$ cat src/rtl/pos_sweep_controller.sv
// Self-test sequencer for a 3-input POS gate: sweeps x,y,z over 000..111, samples F/Fn
// after a settle time and scores each vector against a golden truth table.
module pos_sweep_controller #(
  parameter int unsigned SETTLE_CYCLES = 2,
  parameter logic [7:0]  EXPECTED      = 8'h3A
) (
  input  logic       clk,
  input  logic       rst,
  input  logic       start,
  input  logic       f_in,
  input  logic       fn_in,
  output logic       x,
  output logic       y,
  output logic       z,
  output logic       busy,
  output logic       done,
  output logic       pass,
  output logic [3:0] err_count,
  output logic [7:0] captured,
  output logic [7:0] fail_vec
);

  localparam int unsigned CNT_W = 4;
  localparam int unsigned IDX_W = 3;
  localparam int unsigned ERR_W = 4;
  localparam int unsigned NVEC  = 8;

  localparam logic [CNT_W-1:0] SETTLE_LOAD = CNT_W'(SETTLE_CYCLES);
  localparam logic [ERR_W-1:0] ERR_MAX     = ERR_W'(NVEC);
  localparam logic [IDX_W-1:0] LAST_IDX    = IDX_W'(NVEC - 1);

  typedef enum logic [2:0] {
    S_IDLE,
    S_APPLY,
    S_WAIT,
    S_SAMPLE,
    S_DONE
  } state_e;

  state_e           state_q, state_d;
  logic [IDX_W-1:0] idx_q, idx_d;
  logic [IDX_W-1:0] vec_q, vec_d;
  logic [CNT_W-1:0] cnt_q, cnt_d;
  logic             busy_q, busy_d;
  logic             done_q, done_d;
  logic             pass_q, pass_d;
  logic [ERR_W-1:0] err_q, err_d;
  logic [7:0]       cap_q, cap_d;
  logic [7:0]       fail_q, fail_d;
  logic             vec_fail;

  // A vector fails on a wrong F or on a complementary output that is not ~F.
  assign vec_fail = (f_in != EXPECTED[idx_q]) || (fn_in != ~f_in);

  // Next-state and registered-output computation.
  always_comb begin
    state_d = state_q;
    idx_d   = idx_q;
    vec_d   = vec_q;
    cnt_d   = cnt_q;
    busy_d  = busy_q;
    done_d  = 1'b0;
    pass_d  = pass_q;
    err_d   = err_q;
    cap_d   = cap_q;
    fail_d  = fail_q;

    case (state_q)
      S_IDLE: begin
        vec_d  = '0;
        busy_d = 1'b0;
        if (start) begin
          state_d = S_APPLY;
          idx_d   = '0;
          vec_d   = '0;
          busy_d  = 1'b1;
          err_d   = '0;
          cap_d   = '0;
          fail_d  = '0;
          pass_d  = 1'b0;
        end
      end

      S_APPLY: begin
        cnt_d   = SETTLE_LOAD;
        state_d = (SETTLE_LOAD == '0) ? S_SAMPLE : S_WAIT;
      end

      S_WAIT: begin
        cnt_d = cnt_q - CNT_W'(1);
        if (cnt_q <= CNT_W'(1)) begin
          state_d = S_SAMPLE;
        end
      end

      S_SAMPLE: begin
        cap_d[idx_q] = f_in;
        if (vec_fail) begin
          fail_d[idx_q] = 1'b1;
          if (err_q != ERR_MAX) begin
            err_d = err_q + ERR_W'(1);
          end
        end
        if (idx_q == LAST_IDX) begin
          state_d = S_DONE;
          done_d  = 1'b1;
          busy_d  = 1'b0;
          pass_d  = (err_d == '0);
        end else begin
          // Stimulus only moves on entry to APPLY, so it is steady for the whole vector.
          idx_d   = idx_q + IDX_W'(1);
          vec_d   = idx_q + IDX_W'(1);
          state_d = S_APPLY;
        end
      end

      S_DONE: begin
        state_d = S_IDLE;
        vec_d   = '0;
      end

      default: begin
        state_d = S_IDLE;
      end
    endcase
  end

  // State and output registers with synchronous reset.
  always_ff @(posedge clk) begin
    if (rst) begin
      state_q <= S_IDLE;
      idx_q   <= '0;
      vec_q   <= '0;
      cnt_q   <= '0;
      busy_q  <= 1'b0;
      done_q  <= 1'b0;
      pass_q  <= 1'b0;
      err_q   <= '0;
      cap_q   <= '0;
      fail_q  <= '0;
    end else begin
      state_q <= state_d;
      idx_q   <= idx_d;
      vec_q   <= vec_d;
      cnt_q   <= cnt_d;
      busy_q  <= busy_d;
      done_q  <= done_d;
      pass_q  <= pass_d;
      err_q   <= err_d;
      cap_q   <= cap_d;
      fail_q  <= fail_d;
    end
  end

  assign {x, y, z}  = vec_q;
  assign busy       = busy_q;
  assign done       = done_q;
  assign pass       = pass_q;
  assign err_count  = err_q;
  assign captured   = cap_q;
  assign fail_vec   = fail_q;

endmodule

$ cat config.mk
export PLATFORM = sky130hd
export DESIGN_NAME = pos_sweep_controller
export DESIGN_NICKNAME = d
export VERILOG_FILES = /design/src/rtl/pos_sweep_controller.sv
export SDC_FILE = /design/constraint.sdc
export NUM_CORES = 1
export LEC_CHECK = 0
export CAP_MARGIN = 20
export CORE_AREA = 2 2 83 85
export DETAILED_ROUTE_END_ITERATION = 8
export DIE_AREA = 0 0 85 87
export GPL_TIMING_DRIVEN = 0
export REMOVE_ABC_BUFFERS = 1
export SETUP_SLACK_MARGIN = 0.02
export SLEW_MARGIN = 20
export SYNTH_ARGS = -nofsm -noshare
export SYNTH_HDL_FRONTEND = slang
export SYNTH_SLANG_ARGS = --single-unit
$ cat constraint.sdc
create_clock -name clk -period 3.6 [get_ports clk]
set_input_delay 0.54 -clock clk [delete_from_list [all_inputs] [get_ports clk]]
set_output_delay 0.54 -clock clk [all_outputs]
set_load 0.03 [all_outputs]
# After elaboration in Yosys (flattened, before gate mapping)
# Memories as Yosys holds them, arrays and structs flattened. A register that Yosys moved wholly into a read port is not among the register bits.
# Cells that the tools add are included.
dict set report op_classes {
  addsub 3
  magnitude_cmp 3
  eq_ne 13
  muxes 31
  bitwise 3
  reduce_logical 16
}
# operator n
set ops {}
lappend ops {{$pmux W8 S2} 2}
lappend ops {{$mux W3} 7}
lappend ops {{$mux W4} 4}
lappend ops {{$mux W8} 2}
lappend ops {{$pmux W4 S2} 2}
lappend ops {{$pmux W3 S2} 2}
lappend ops {{$pmux W3 S4} 1}
lappend ops {{$ne A2 B2 Y1 const B} 5}
lappend ops {{$reduce_and A3 Y1} 3}
lappend ops {{$bwmux W8} 1}
lappend ops {{$or A8 B8 Y8} 1}
lappend ops {{$reduce_and A2 Y1} 4}
lappend ops {{$mux W1} 7}
lappend ops {{$eq A3 B2 Y1 const B} 2}
lappend ops {{$eq A3 B3 Y1 const B} 2}
lappend ops {{$reduce_bool A2 Y1} 3}
lappend ops {{$add A4 B1 Y4 const B} 1}
lappend ops {{$le A4 B1 Y1 const B} 1}
lappend ops {{$logic_not A4 Y1} 1}
lappend ops {{$lt A3 B4 Y1 const B} 1}
lappend ops {{$ne A4 B4 Y1 const B} 1}
lappend ops {{$pmux W1 S2} 2}
lappend ops {{$reduce_or A2 Y1} 2}
lappend ops {{$sub A4 B1 Y4 const B} 1}
lappend ops {{other kinds (9)} 11}
dict set report word_totals {
  reg_bits 36
  mem_bits_ro 8
  output_inout_bits 26
  word_cells 80
  mem_count 1
}
# memory words width rd rd_clocked_by_memory_dff write_ports line_no
set memory_table {}
lappend memory_table {{(no name shown)} 8 1 1 1 0 53} ;# assign vec_fail = (f_in != EXPECTED[idx_q]) || (fn_in != ~f_in);

# Longest topological paths before layout
# Gate-level depths: netlist of the first run.
dict set report depth {
  depth_word 9
  depth_mapped 6
}

# Least setup slack after synthesis of the first run
# Ideal clock, no wire load.
dict set report synth_timing {
  kind {in2reg}
  start {in f_in}
  end {reg pass_q (netlist: pass)}
  setup_ns 0.132
  arrival_time_ns 1.564
  t_required_ns 3.468
  path_slack_ns 1.904
  stages 5
  cell_sequence {or3b_2 > buf_2 > and4_1 > o31ai_1 > a22oi_1}
}
dict set report synth_via {
  elab_chain_cells 8
  word_cells_on_any_way 9
  classes_between {eq/ne: 2; mux: 4; bitwise: 1; reduce/logical: 2}
}
# item line_no
set synth_rtl {}
lappend synth_rtl {{start, declared} 10} ;# input logic f_in,
lappend synth_rtl {{$not A1 Y1} 53}
lappend synth_rtl {{$ne A1 B1 Y1} 53}
lappend synth_rtl {{$logic_or A1 B1 Y1 *} 53}
lappend synth_rtl {{$mux W4 *} 98} ;# if (vec_fail) begin
lappend synth_rtl {{$mux W4 *} 68} ;# case (state_q)
lappend synth_rtl {{$logic_not A4 Y1 *} 108} ;# pass_d = (err_d == '0);
lappend synth_rtl {{$mux W1 *} 104} ;# if (idx_q == LAST_IDX) begin
lappend synth_rtl {{$pmux W1 S2 *} 68}
lappend synth_rtl {{end signal, assigned} 148} ;# pass_q <= pass_d;
lappend synth_rtl {{end, declared} 46} ;# logic pass_q, pass_d;
# Every way passes the cells marked *; elsewhere a longest branch is shown, timed or not. The select of a mux whose other input is x is not followed.
# A chain may end at the register's enable or synchronous reset.

==> results of run 1 <==
-- layer usage --
layer	vias up	GRT usage, %	routed length [µm]
li1	840	-	-
met1	765	16.3	2110
met2	31	20.0	2000
met3	7	2.94	200
met4	0	4.62	62
met5	-	0	0
-- stage by stage --
| step | std cells | hold WS [ns] |
|---|---|---|
| floorplan | 205 | 0.477 |
| global placement | 315 | 0.455 |
| detailed placement | 315 | 0.455 |
| CTS | 323 | 0.471 |
| global route | 323 | 0.493 |
| finish | 323 | 0.468 |
-- registers in the layout, summed over array words and instances (netlist names), named ones only --
signal     flops
state_q        3
done           1
captured       8
idx_q          3
pass           1
err_count      4
fail_vec       8
busy           1
cnt_q          4
vec_q          3
-- power by group --
| part | switching, mW | internal, mW |
|---|---|---|
| Clock | 0.165 | 0.136 |
| Sequential | 0.0409 | 0.430 |
| Combinational | 0.105 | 0.0842 |
-- cells by family (layout without fill, tap and decap cells) --
| group | count (synthesis) | in the layout | synth area share (%) |
|---|---|---|---|
| simple gates | 92 | 92 | 27.0 |
| flops | 37 | 37 | 39.1 |
| mux | 10 | 10 | 5.29 |
| buf+inv | 18 | 44 | 4.82 |
| compound gates | 53 | 53 | 19.4 |
| xor+xnor | 1 | 1 | 0.463 |
| fa+ha+maj | 6 | 6 | 3.97 |
-- worst max-delay path, stage by stage --
cell and delay (ns):
clkdlybuf4s50_1 0.81, nor2_1 0.77, nand2_1 0.32, mux2i_1 0.21
-- layout make-up --
cell class                      instances  area (µm²)
Timing Repair Buffer                   30         300
Clock buffer                            5        68.8
Multi-Input combinational cell        162        1060
Clock inverter                          3        22.5
Inverter                                6        22.5
Fill cell                             674        4250
Sequential cell                        37         741
Tap cell                               80         100
-- worst paths after layout --
check,from,to,slack [ns],cells past startpoint
max reg2reg,state_q[2]$_SDFFE_PP0P_,captured[7]$_SDFFE_PP0P_,1.43,4
min reg2reg,captured[6]$_SDFFE_PP0P_,captured[6]$_SDFFE_PP0P_,0.47,2
max,rst,captured[7]$_SDFFE_PP0P_,1.15,4
min,captured[6]$_SDFFE_PP0P_,captured[6]$_SDFFE_PP0P_,0.47,2
-- layout by cell type (no fill, tap or decap), types with 3 or more instances in the layout --
cell / netlist / routed
nor3b_1: 5 / 5
inv_1: 6 / 6
nand2b_1: 4 / 4
nor3_1: 6 / 6
ha_1: 6 / 6
o21ai_0: 9 / 9
a31oi_1: 8 / 8
and2_1: 3 / 3
clkbuf_8: 0 / 5
mux2i_1: 10 / 10
nand2_1: 16 / 16
nor2b_1: 3 / 3
nor2_1: 26 / 26
and3_1: 3 / 3
clkdlybuf4s50_1: 0 / 30
dfxtp_1: 37 / 37
a21oi_1: 12 / 12
a21o_1: 4 / 4
a211oi_1: 4 / 4
clkinvlp_4: 0 / 3
nand3_1: 7 / 7
==> summary.json, run 1 <==
{
  "run_status": {
    "outcome": "finished clean"
  },
  "synth": {
    "number_of_synthesized_register_bits": 37,
    "post-synth-top-count-cell": "dfxtp_1",
    "yosysSeqAreaShare_pct": 39.1,
    "synth-async-reset-ratio_pct": 0,
    "post_synth_inst_count": 217,
    "avgSynthCellArea_um2": 8.72,
    "synth-edff-count": 0,
    "synth_flop_cell": "dfxtp_1",
    "synth_top_area_cell": "dfxtp_1",
    "yosys-top-cells-count": "dfxtp_1 (37), nor2_1 (26), nand2_1 (16), a21oi_1 (12), mux2i_1 (10)",
    "ys_types": 53,
    "synth_top_cells_by_area": "dfxtp_1 (39%), mux2i_1 (5.3%), nor2_1 (5.2%), ha_1 (4.0%), a21oi_1 (3.2%)",
    "ys.warnings.count": 0,
    "synth_top_area_share_pct": 39.1,
    "area_of_the_mapped_netlist_mm2": 0.00189
  },
  "clocking": {
    "clock_sinks": 37,
    "cts_buffers": 5,
    "ctsResizeCount": 0,
    "clkTransAtPathRegs_ns": 0.09,
    "cts_root_buffer": "clkbuf_8",
    "htree_num_levels": 2,
    "maximum_root_to_sink_buffer_count": 2,
    "clk_latency_ns": 0.30,
    "cts_hold_buffers": 0,
    "post-cts-setup-buffers": 0,
    "tritoncts": "yes"
  },
  "global_routing": {
    "groute.usage.overall_pct": 12.5,
    "grt_pass1_wl_mm": 7.45,
    "grt_pass1_vias": 1531,
    "globalRouteOverflowTotal": 0,
    "antenna_found_initial": 0,
    "grt_start_max_net_pins": 23
  },
  "flow_run": {
    "max_cap_viols": 0
  },
  "place": {
    "hpwl_mm": 3.02,
    "port_buffers": 30,
    "place_congestion": 0.775,
    "dpl_cell_area_mm2": 0.00222,
    "preCtsSetupSlack_ns": 0.823
  },
  "finish": {
    "antenna_cells": 0,
    "design_area_mm2": 0.00232,
    "post-route-util_pct": 35.3,
    "design.final.nets": 253,
    "final_layout_size_suffix_gt1_share_pct": 7.41,
    "layout-area-overhead-vs-synth_pct": 22.3
  },
  "hold_path": {
    "min_path_type": "flip-flop to flip-flop"
  },
  "floorplanning": {
    "chipHeight_um": 87,
    "floorplan.io_pins": 31,
    "fp.coreArea_mm2": 0.00657,
    "floorplan.initialDensity_pct": 28.8,
    "die-area_mm2": 0.00740,
    "std_cell_rows": 30,
    "dieWidth_um": 85
  },
  "routing": {
    "post-route-drc-count": 0,
    "firstDrtPassIters": 4,
    "drt-wirelength-per-cell_um": 13.5,
    "initialDrtViolationCount": 115,
    "route.vias.total": 1643,
    "routed_wl_mm": 4.38,
    "route.antenna.remaining_nets": 0,
    "detail_route.vias_per_cell": 5.09
  },
  "power_and_ir_drop": {
    "vdd_drop_max_uv": 162,
    "design_power_total_mw": 0.961,
    "p_leak_nw": 0.850,
    "power_density_mw_per_mm2": 415
  },
  "timing": {
    "setup_failing_eps_final": 0,
    "final.setup_skew_ns": 0.0116,
    "final_max_slew_viol_count": 0,
    "fmaxAchievable_mhz": 408,
    "grt_setup_unrepaired": "false",
    "worst_slew_pin_slew_ns": 0.793,
    "final.setup.worst_slack_ns": 1.15,
    "final_period_minus_worst_setup_slack_ns": 2.45,
    "timing.setup.tns_ns": 0,
    "max_slew_margin_pct": 47.0,
    "finalHoldViolations": 0,
    "timing.final.crit_share_pct": 68.1
  },
  "critical_path": {
    "critical_path_class": "input pin to flip-flop",
    "worstPathArrival_ns": 2.67,
    "worstSetupEndpointType": "flip-flop",
    "timing.critical_path.required_ns": 3.82,
    "worst_setup_path_start_kind": "input pin",
    "worst-path-max-fanout": 21
  }
}
Power figures use the tool's default switching activity.
==> inputs of run 2 (changes only) <==
- clock period: 3.6 -> 2.4 ns (I/O delays scaled with it)
==> run 2 against run 1 <==
  * Final cell count unchanged
  * Power increased by 50%
  * Clock-buffer cell count unchanged
  * Largest power group unchanged
==> summary.json, run 2 (synthesized netlist as in run 1, its figures left out) <==
{
  "run_status": {
    "outcome": "finished clean"
  },
  "timing": {
    "final_period_minus_worst_setup_slack_ns": 2.14,
    "timing.setup.tns": {"value": 0, "unit": "ns", "change": "unchanged"},
    "worst_slew_pin_slew": {"value": 0.805, "unit": "ns", "change": "+0.0115 ns"},
    "finalHoldViolations": {"value": 0, "change": "unchanged"},
    "grt_setup_unrepaired": "false",
    "setup_failing_eps_final": {"value": 0, "change": "unchanged"},
    "max_slew_margin": {"value": 46.2, "unit": "%", "change": "-0.77 points"},
    "fmaxAchievable_mhz": 468,
    "final.setup_skew": {"value": 0.0116, "unit": "ns", "change": "+0.0000333 ns"},
    "hold-worst-slack": {"value": 0.468, "unit": "ns", "change": "+0.00000600 ns"},
    "final_max_slew_viol_count": {"value": 0, "change": "unchanged"},
    "timing.final.crit_share_pct": 89.0
  },
  "routing": {
    "post-route-drc-count": {"value": 0, "change": "unchanged"},
    "firstDrtPassIters": {"value": 4, "change": "unchanged"},
    "drt-wirelength-per-cell": {"value": 13.6, "unit": "µm", "change": "+0.14%"},
    "initialDrtViolationCount": {"value": 116, "change": "+0.87%"},
    "route.antenna.remaining_nets": {"value": 0, "change": "unchanged"},
    "route.vias.total": {"value": 1645, "change": "+0.12%"},
    "routed_wl": {"value": 4.38, "unit": "mm", "change": "+0.14%"},
    "detail_route.vias_per_cell": {"value": 5.09, "change": "+0.12%"}
  },
  "critical_path": {
    "worst-path-max-fanout": {"value": 22, "change": "+4.8%"},
    "timing.critical_path.required": {"value": 2.55, "unit": "ns", "change": "-1.27 ns"},
    "critical_path_class": "flip-flop to flip-flop",
    "worstSetupEndpointType": "flip-flop",
    "worstPathArrival": {"value": 2.29, "unit": "ns", "change": "-0.38 ns"},
    "worst_setup_path_start_kind": "flip-flop",
    "reg2reg_from": "state_q[1]$_SDFFE_PP0P_",
    "worstSetupStartpoint": "state_q[1]$_SDFFE_PP0P_"
  },
  "finish": {
    "design.final.nets": {"value": 253, "change": "unchanged"},
    "n_fill_cell": {"value": 673, "change": "-0.15%"},
    "antenna_cells": {"value": 0, "change": "unchanged"},
    "layout-area-overhead-vs-synth_pct": 22.5,
    "leading_cell_types_in_the_layout_fill_and_taps_excluded": "dfxtp_1 (37), clkdlybuf4s50_1 (30), nor2_1 (25)",
    "final_layout_size_suffix_gt1_share": {"value": 7.82, "unit": "%", "change": "+0.41 points"},
    "layout.cells.most_common": "dfxtp_1"
  },
  "power_and_ir_drop": {
    "vdd_drop_max": {"value": 244, "unit": "µV", "change": "+51%"},
    "internal_portion_of_total_power": {"value": 0.976, "unit": "mW", "change": "+50%"},
    "comb_power_share": {"value": 19.8, "unit": "%", "change": "about the same"},
    "sequentialPowerShare": {"value": 49.0, "unit": "%", "change": "about the same"},
    "p_leak": {"value": 0.850, "unit": "nW", "change": "about the same"},
    "power_density": {"value": 622, "unit": "mW/mm²", "change": "+50%"},
    "p_sw_share": {"value": 32.4, "unit": "%", "change": "about the same"},
    "total_switching_power": {"value": 0.467, "unit": "mW", "change": "+50%"},
    "power.share.clock": {"value": 31.3, "unit": "%", "change": "about the same"}
  },
  "floorplanning": {
    "die-area": {"value": 0.00740, "unit": "mm²", "change": "unchanged"},
    "floorplan.initialDensity": {"value": 28.8, "unit": "%", "change": "unchanged"},
    "floorplan.io_pins": {"value": 31, "change": "unchanged"},
    "std_cell_rows": {"value": 30, "change": "unchanged"},
    "chipHeight": {"value": 87, "unit": "µm", "change": "unchanged"},
    "fp.coreArea": {"value": 0.00657, "unit": "mm²", "change": "unchanged"},
    "dieWidth": {"value": 85, "unit": "µm", "change": "unchanged"}
  },
  "hold_path": {
    "min_path_type": "flip-flop to flip-flop",
    "worstHoldStart": "captured[6]$_SDFFE_PP0P_"
  },
  "clocking": {
    "clk_latency": {"value": 0.30, "unit": "ns", "change": "about the same"},
    "cts_buffers": {"value": 5, "change": "unchanged"},
    "htree_num_levels": {"value": 2, "change": "unchanged"},
    "cts_root_buffer": "clkbuf_8",
    "clock_sinks": {"value": 37, "change": "unchanged"},
    "clkTransAtPathRegs": {"value": 0.09, "unit": "ns", "change": "about the same"},
    "tritoncts": "yes",
    "maximum_root_to_sink_buffer_count": {"value": 2, "change": "unchanged"},
    "cts_hold_buffers": {"value": 0, "change": "unchanged"},
    "post-cts-setup-buffers": {"value": 0, "change": "unchanged"},
    "ctsResizeCount": {"value": 0, "change": "unchanged"}
  },
  "place": {
    "port_buffers": {"value": 30, "change": "unchanged"},
    "place_congestion": {"value": 0.775, "change": "unchanged"},
    "hpwl": {"value": 3.02, "unit": "mm", "change": "unchanged"}
  },
  "global_routing": {
    "grt_start_max_net_pins": {"value": 23, "change": "unchanged"},
    "grt_pass1_wl": {"value": 7.45, "unit": "mm", "change": "unchanged"},
    "antenna_found_initial": {"value": 0, "change": "unchanged"},
    "grt_pass1_vias": {"value": 1531, "change": "unchanged"},
    "globalRouteOverflowTotal": {"value": 0, "change": "unchanged"},
    "groute.usage.overall": {"value": 12.5, "unit": "%", "change": "unchanged"}
  },
  "flow_run": {
    "max_cap_viols": {"value": 0, "change": "unchanged"}
  }
}
## run 2: cell counts in the layout (fill, tap and decap cells not counted)
Identical to the previous run, type by type.
## run 2: power groups by stage
stage	Combinational [mW]	Sequential (mW)	Clock [mW]
2_1_floorplan	0.192	0.723	0
3_3_place_gp	0.281	0.719	0
3_5_place_dp	0.282	0.720	0
4_1_cts	0.285	0.706	0.468
5_1_grt	0.323	0.716	0.496
6_report	0.285	0.706	0.451
## run 2: routing by layer
metal	vias up	wire, µm	track usage, %	share of wire [%]
met1	767	2100	16.3	48
met3	7	212	2.94	4.8
li1	838	-	-	-
met2	33	2000	20.0	46
met4	0	62	4.62	1.4
met5	-	0	0	0
## run 2: worst max-delay path, stage by stage, from the launching register on
cell     delay, ns
dfxtp_1       0.77
nand2_2       0.27
o31ai_2       0.69
a21o_1        0.21
a21oi_1       0.05
## run 2: per-stage QoR
step / cells / cell area, µm² / util (%) / total power [mW] / setup WS, ns
5_1_grt: 323 / 2320 / 35.3 / 1.53 / 0.0536
3_5_place_dp: 315 / 2220 / 33.9 / 1.00 / -0.197
2_1_floorplan: 205 / 1820 / - / 0.915 / 0.612
3_3_place_gp: 315 / 2220 / 33.9 / 1.00 / -0.249
4_1_cts: 323 / 2320 / 35.3 / 1.46 / 0.0784
6_report: 323 / 2320 / 35.3 / 1.44 / 0.264
## run 2: final cells by class
class                   instances  area (µm²)  share of cell area [%]
clock buffers                   5        68.8                    2.97
repair buffers                 30         300                    13.0
multi-input cells             162        1060                    45.9
clock inverters                 3        22.5                   0.971
well taps                      80         100                    4.32
flip-flops and latches         37         741                    31.9
inverters                       6        22.5                   0.971
## run 2: worst paths after layout
check / depth (start not counted) / end / slack (ns)
hold / removal: 2 / captured[6]$_SDFFE_PP0P_ / 0.47
hold reg to reg: 2 / captured[6]$_SDFFE_PP0P_ / 0.47
setup / recovery: 4 / err_count[1]$_SDFFE_PP0P_ / 0.26
setup reg to reg: 4 / err_count[1]$_SDFFE_PP0P_ / 0.26
